<file path="config.mk">
export PLATFORM = sky130hd
export DESIGN_NAME = weight_stream_sink
export DESIGN_NICKNAME = d
export VERILOG_FILES = /design/src/rtl/weight_stream_pkg.sv /design/src/rtl/weight_stream_sink_ram.sv /design/src/rtl/weight_stream_sink.sv
export SDC_FILE = /design/constraint.sdc
export NUM_CORES = 1
export LEC_CHECK = 0
export BUFFER_PORTS_ARGS = -buffer_cell sky130_fd_sc_hd__buf_4
export CAP_MARGIN = 20
export CORE_MARGIN = 2
export CORE_UTILIZATION = 55
export CTS_BUF_LIST = sky130_fd_sc_hd__clkbuf_2 sky130_fd_sc_hd__clkbuf_4 sky130_fd_sc_hd__clkbuf_8
export DETAILED_ROUTE_END_ITERATION = 10
export HOLD_SLACK_MARGIN = 0.05
export MAX_ROUTING_LAYER = met4
export PLACE_DENSITY = 0.7
export SKIP_LAST_GASP = 1
export SLEW_MARGIN = 15
export SYNTH_ARGS = -nofsm -noshare
export SYNTH_HDL_FRONTEND = slang
export SYNTH_HIERARCHICAL = 1
export SYNTH_SLANG_ARGS = --single-unit
export TNS_END_PERCENT = 10
</file>
<file path="constraint.sdc">
create_clock -name clk -period 3.4 [get_ports clk]
set_input_delay 0.51 -clock clk [delete_from_list [all_inputs] [get_ports clk]]
set_output_delay 0.51 -clock clk [all_outputs]
set_load 0.01 [all_outputs]
</file>
<file path="src/rtl/weight_stream_pkg.sv">
// Shared definitions for the weight streaming source/sink pair: FSM state
// encoding and the sizing helpers used to derive row count and address width.
package weight_stream_pkg;

  typedef enum logic {
    LOAD = 1'b0,
    FULL = 1'b1
  } stream_state_t;

  function automatic int calc_out_depth(input int tensor_size, input int par_dim_0);
    return tensor_size / par_dim_0;
  endfunction

  // One extra bit so the counter can hold the full row count.
  function automatic int calc_addr_width(input int depth);
    return $clog2(depth) + 1;
  endfunction

endpackage

</file>
<file path="src/rtl/weight_stream_sink_ram.sv">
// Single-write, single-read, read-first row RAM with a two-stage ce0-gated
// read pipeline that carries a "row already written" tag alongside the data.
module weight_stream_sink_ram #(
  parameter int DATA_WIDTH = 16,
  parameter int DEPTH      = 32,
  parameter int ADDR_WIDTH = 6,
  parameter int IDX_W      = 5
) (
  input  logic                  clk,
  input  logic                  rst,
  input  logic                  we,
  input  logic [IDX_W-1:0]      waddr,
  input  logic [DATA_WIDTH-1:0] wdata,
  input  logic                  ce0,
  input  logic [ADDR_WIDTH-1:0] address0,
  input  logic [ADDR_WIDTH-1:0] fill_count,
  output logic [DATA_WIDTH-1:0] q0,
  output logic                  q0_valid
);

  localparam logic [ADDR_WIDTH-1:0] DEPTH_A = ADDR_WIDTH'(DEPTH);

  logic [DATA_WIDTH-1:0] mem [DEPTH];
  logic [DATA_WIDTH-1:0] stage0_data_reg;
  logic                  stage0_tag_reg;
  logic [DATA_WIDTH-1:0] q0_reg;
  logic                  q0_valid_reg;

  always_ff @(posedge clk) begin
    if (we) begin
      mem[waddr] <= wdata;
    end
  end

  // The tag uses the pre-update count, so a same-cycle write reads as unwritten.
  always_ff @(posedge clk) begin
    if (rst) begin
      stage0_data_reg <= '0;
      stage0_tag_reg  <= 1'b0;
      q0_reg          <= '0;
      q0_valid_reg    <= 1'b0;
    end else if (ce0) begin
      if (address0 < DEPTH_A) begin
        stage0_data_reg <= mem[address0[IDX_W-1:0]];
      end else begin
        stage0_data_reg <= '0;
      end
      stage0_tag_reg <= (address0 < fill_count);
      q0_reg         <= stage0_data_reg;
      q0_valid_reg   <= stage0_tag_reg;
    end
  end

  assign q0       = q0_reg;
  assign q0_valid = q0_valid_reg;

endmodule

</file>
<file path="src/rtl/weight_stream_sink.sv">
// Receiving end of the weight stream: packs valid/ready beats into RAM rows and
// exposes them through a ROM-compatible address0/ce0/q0 read port.
module weight_stream_sink
  import weight_stream_pkg::*;
#(
  parameter int WEIGHT_TENSOR_SIZE_DIM_0 = 32,
  parameter int WEIGHT_PRECISION_0       = 16,
  parameter int WEIGHT_PARALLELISM_DIM_0 = 1,
  parameter int WEIGHT_PARALLELISM_DIM_1 = 1,
  parameter int OUT_DEPTH  = calc_out_depth(WEIGHT_TENSOR_SIZE_DIM_0, WEIGHT_PARALLELISM_DIM_0),
  parameter int ADDR_WIDTH = calc_addr_width(OUT_DEPTH)
) (
  input  logic                          clk,
  input  logic                          rst,
  input  logic [WEIGHT_PRECISION_0-1:0] data_in [WEIGHT_PARALLELISM_DIM_0*WEIGHT_PARALLELISM_DIM_1],
  input  logic                          data_in_valid,
  output logic                          data_in_ready,
  input  logic                          restart,
  output logic                          load_done,
  output logic [ADDR_WIDTH-1:0]         fill_count,
  input  logic [ADDR_WIDTH-1:0]         address0,
  input  logic                          ce0,
  output logic [WEIGHT_PRECISION_0*WEIGHT_PARALLELISM_DIM_0*WEIGHT_PARALLELISM_DIM_1-1:0] q0,
  output logic                          q0_valid
);

  localparam int P     = WEIGHT_PARALLELISM_DIM_0 * WEIGHT_PARALLELISM_DIM_1;
  localparam int W     = WEIGHT_PRECISION_0;
  localparam int IDX_W = (OUT_DEPTH > 1) ? $clog2(OUT_DEPTH) : 1;
  localparam logic [ADDR_WIDTH-1:0] LAST_ROW = ADDR_WIDTH'(OUT_DEPTH - 1);

  stream_state_t         state_reg, state_next;
  logic [ADDR_WIDTH-1:0] fill_count_reg, fill_count_next;
  logic                  handshake;
  logic [W*P-1:0]        packed_beat;

  genvar gi;
  generate
    for (gi = 0; gi < P; gi++) begin : g_pack
      assign packed_beat[W*gi +: W] = data_in[gi];
    end
  endgenerate

  always_ff @(posedge clk) begin
    if (rst) begin
      state_reg      <= LOAD;
      fill_count_reg <= '0;
    end else begin
      state_reg      <= state_next;
      fill_count_reg <= fill_count_next;
    end
  end

  // Ready depends only on state and restart, never on valid.
  always_comb begin
    state_next      = state_reg;
    fill_count_next = fill_count_reg;
    data_in_ready   = 1'b0;
    handshake       = 1'b0;
    if (restart) begin
      state_next      = LOAD;
      fill_count_next = '0;
    end else begin
      case (state_reg)
        LOAD: begin
          data_in_ready = 1'b1;
          handshake     = data_in_valid;
          if (data_in_valid) begin
            fill_count_next = fill_count_reg + ADDR_WIDTH'(1);
            if (fill_count_reg == LAST_ROW) begin
              state_next = FULL;
            end
          end
        end
        FULL: begin
          data_in_ready = 1'b0;
        end
        default: begin
          state_next = LOAD;
        end
      endcase
    end
  end

  assign load_done  = (state_reg == FULL);
  assign fill_count = fill_count_reg;

  weight_stream_sink_ram #(
    .DATA_WIDTH (W*P),
    .DEPTH      (OUT_DEPTH),
    .ADDR_WIDTH (ADDR_WIDTH),
    .IDX_W      (IDX_W)
  ) u_ram (
    .clk        (clk),
    .rst        (rst),
    .we         (handshake),
    .waddr      (fill_count_reg[IDX_W-1:0]),
    .wdata      (packed_beat),
    .ce0        (ce0),
    .address0   (address0),
    .fill_count (fill_count_reg),
    .q0         (q0),
    .q0_valid   (q0_valid)
  );

endmodule
</file>
==> metrics.md <==
| Metric | Value |
|---|---|
| Power density over the cells | 554 nW/um2 |
| Die Footprint | 40,600 um2 |
| Inserted Clock Buffers | 87 |
| Placer congestion estimate | 0.911 |
| Main area contributors after synthesis | sky130_fd_sc_hd__edfxtp_1, sky130_fd_sc_hd__mux4_2, sky130_fd_sc_hd__dfxtp_1 |
| Maximum clock frequency | 371 MHz |
| Net count after synthesis | 1,081 |
| Smallest hold slack | 0.151 ns |
| Proportion of synthesized chip area in sequential cells | 0.754 |
| Wire length of the first global-routing pass | 72.2 mm |
| Cell area after synthesis | 21,500 um2 |
| Combinational fraction of design power | 0.050 |
| Standard cell with the maximum stage delay on the critical path | sky130_fd_sc_hd__or3b_2 |
| Detailed-route DRC error count | 0 |
| Latest clock arrival within the worst-skew pair | 0.64 ns |
| Estimated wirelength of the detail-placed design | 29.2 mm |
| HP Class | input pin to flip-flop |
| Final max-slew violation count | 0 |
| Initial DRC Count | 1,000 |
| CTS tree | yes |
| Data arrival, critical path | 3.03 ns |
| Most common cell in the synthesized netlist | sky130_fd_sc_hd__edfxtp_1 |
| Period utilization | 0.793 |
| Maximum Capacitance Violations | 0 |
| Actual transition at the worst max-transition pin | 0.818 ns |
| Number of enable-type register cells in the synthesized netlist | 512 |
| Detail-routed net length per standard cell | 27.5 um |
| Standby leakage power | 8.08 nW |
| Clock root buffer | sky130_fd_sc_hd__clkbuf_8 |
| Die height | 202 um |
| Unrepaired setup endpoints after global routing | false |
| Gate family responsible for the most delay along the worst path | simple AND/OR/NAND/NOR gates |
| Endpoint of the worst-slack reg-to-reg timing path | u_ram/mem[12][7] |
| Buffers inserted during post-CTS setup optimization | 0 |
| Sequential group share of total power | 0.554 |
| Signed area change from the synthesized netlist to the final layout | 13.4% |
| Most common cell on crit path | sky130_fd_sc_hd__nor2b_1 |
| Total of buffers placed on input and output ports | 51 |
| Starting Density | 0.557 |
| # IOs | 52 |
| Average cell area after synthesis | 20.5 um2 |
| Flip-flop count of the largest register, all copies and words added | 512 |
| Ranking of synthesized cells by instance count | sky130_fd_sc_hd__edfxtp_1, sky130_fd_sc_hd__mux4_2, sky130_fd_sc_hd__mux2i_1 |
| Beginning of the worst hold path | restart |
| Hold path endpoint | load_done |
| Dominant synthesized flop cell | sky130_fd_sc_hd__edfxtp_1 |
| Worst rel slew slack | 0.453 |
| Count of yosys warnings during synthesis | 6 |
| Number of global-route vias before repair | 10,900 |
| P_int | 10.5 mW |
| Total global-route track usage | 0.254 |
| Worst hold stages | 3 |
| Total clock sinks | 553 |
| Critical Path Fanout Max | 8 |
| Synth cell types | 42 |
| CP peak stage delay | 0.64 ns |
| Worst Setup Slack post-DPL | 0.518 ns |
| Area share of the leading cell type in the synthesized netlist | 0.716 |
| Run status | complete, no violations |
| Wire length reported by the detailed router | 49.0 mm |
| Highest ir drop seen on vdd | 0.323 mV |
| Detailed-route via count | 10,900 |
| Sum of negative setup slack | 0 ns |
| Remaining number of nets flagged by the antenna check after routing | 0 |
| Category of the critical setup timing path | flip-flop to flip-flop |
| Hold violation total from the final report | 0 |
| Yosys top cell by area | sky130_fd_sc_hd__edfxtp_1 |
| Deepest clock path buffer count | 3 |
| Required time reported for the critical path endpoint | 3.74 ns |
| Cell depth of the worst flop-to-flop path | 5 |
| Final worst-path setup slack | 0.704 ns |
| Net switching power | 2.96 mW |
| Worst clock skew on the final layout | 0.0238 ns |
| Pin count of the biggest net entering global routing | 47 |
| Share of synthesized registers carrying an async set or reset | 0 |
| Synthesized flop and latch total | 553 |
| Die width | 202 um |
| Layout Nets | 1,224 |
| Hold bufs inserted after CTS | 0 |
| Final setup viols | 0 |
| Gate Count Post-Synth | 1,048 |
| Origin of the critical flop-to-flop path | load_done |
| # resized after CTS | 0 |
| Fraction of layout instances using a drive strength above 1 | 0.316 |
| Number of vias per cell after detailed routing | 6.10 |
| Critical path launch point type | flip-flop |
| Series of cell instances along the critical path | nor2b_1 > nor2b_1 > or3b_2 > nor2_1 > buf_4 |
| Buffers and inverters on the worst path | 1 |
| Number of core rows | 72 |
| Initial DRT Pass Iterations | 5 |
| Clock network fraction of total power | 0.397 |
| H-tree depth | 3 |
| Switching portion of total power | 0.219 |
| Clock-pin slew of the registers on the worst-case setup and hold paths | 0.06 ns |
| Overflow left after global routing | 0 |
| Worst setup EP type | flip-flop |
| Total of fill cells in the finished design | 2,699 |
| Area of the core region | 38,600 um2 |
| Min cycle time layout | 2.70 ns |
| R2r setup slk | 0.70 ns |
| Post-Route Utilization | 0.631 |
| Initial antenna violation count | 0 |
==> how the worst max path moves through the flow <==
stage / endpoint / cells past startpoint / start
3_5_place_dp: u_ram/mem[12][10] / 6 / data_in_valid
2_1_floorplan: u_ram/mem[28][0] / 5 / data_in_valid
4_1_cts: u_ram/mem[12][10] / 5 / load_done
6_report: u_ram/mem[12][7] / 5 / load_done
5_1_grt: u_ram/mem[12][7] / 5 / load_done
3_3_place_gp: u_ram/mem[12][15] / 6 / data_in_valid
==> cell families (layout without fill, tap and decap cells) <==
| family | Yosys count | after routing | synth area share |
|---|---|---|---|
| other | 0 | 1 | 0 |
| xor gates and xnor gates | 2 | 2 | 0.000816 |
| and+or+nand+nor | 115 | 115 | 0.0294 |
| adders and majority gates | 6 | 6 | 0.00350 |
| AOI/OAI and AO/OA | 113 | 113 | 0.0396 |
| buffers and inverters | 61 | 277 | 0.0170 |
| DFF | 553 | 553 | 0.754 |
| muxes | 198 | 198 | 0.155 |
==> final cells by class <==
class	count	area, um2	area share
diodes	1	2.50	0.000103
inverters	6	22.5	0.000925
multi-input cells	434	4920	0.202
clock inverters	39	194	0.00797
repair buffers	109	888	0.0365
well taps	518	648	0.0266
flip-flops and latches	553	16200	0.665
clock buffers	123	1480	0.0608
==> placed cells by master (no fill, tap or decap), types with 4 or more instances in the layout <==
cell                         count
sky130_fd_sc_hd__ha_1            6
sky130_fd_sc_hd__o211ai_1       15
sky130_fd_sc_hd__nand3b_1        6
sky130_fd_sc_hd__o21ai_0         4
sky130_fd_sc_hd__a21oi_1        21
sky130_fd_sc_hd__clkbuf_8       89
sky130_fd_sc_hd__nor2b_1         5
sky130_fd_sc_hd__clkinvlp_4      4
sky130_fd_sc_hd__clkbuf_4       34
sky130_fd_sc_hd__buf_12          5
sky130_fd_sc_hd__dfxtp_1        41
sky130_fd_sc_hd__a32o_1         14
sky130_fd_sc_hd__o221ai_1        4
sky130_fd_sc_hd__edfxtp_1      512
sky130_fd_sc_hd__or3b_2         17
sky130_fd_sc_hd__or3_1           5
sky130_fd_sc_hd__mux4_2        106
sky130_fd_sc_hd__buf_4         102
sky130_fd_sc_hd__a22oi_1        17
sky130_fd_sc_hd__mux2i_1        70
sky130_fd_sc_hd__nand2_1         7
sky130_fd_sc_hd__mux2_2         22
sky130_fd_sc_hd__clkinv_1       22
sky130_fd_sc_hd__nor2_1         58
sky130_fd_sc_hd__a21o_1         15
sky130_fd_sc_hd__a221oi_1       14
sky130_fd_sc_hd__clkinv_2       10
sky130_fd_sc_hd__and2_1          4
sky130_fd_sc_hd__inv_1           6
==> per-layer routing <==
layer,GRT usage,share of wire,vias up
met2,0.392,0.49,471
met5,-,0,-
met4,0.0909,0.028,0
met1,0.340,0.41,5658
met3,0.0533,0.077,84
li1,-,-,4656
==> power by group through the flow <==
stage	Combinational (mW)	Clock, mW	Sequential [mW]
after floorplan	0.380	0	7.61
after global placement	0.661	0	7.61
after detailed placement	0.673	0	7.61
after CTS	0.674	5.46	7.47
after global routing	0.710	5.79	7.47
final	0.670	5.35	7.47
==> worst min-delay path, stage by stage <==
cell,delay [ns]
sky130_fd_sc_hd__buf_4,0.11
sky130_fd_sc_hd__nor2_1,0.04
sky130_fd_sc_hd__o21a_1,0.09
==> stage by stage <==
step | instances | area [um2] | total power, mW
after global placement | 1618 | 22700 | 8.27
after floorplan | 1048 | 21500 | 7.99
after CTS | 1780 | 24300 | 13.6
after detailed placement | 1618 | 22700 | 8.29
after global routing | 1782 | 24300 | 14.0
final | 1783 | 24300 | 13.5
No activity file was read; power rests on OpenSTA's default activity.
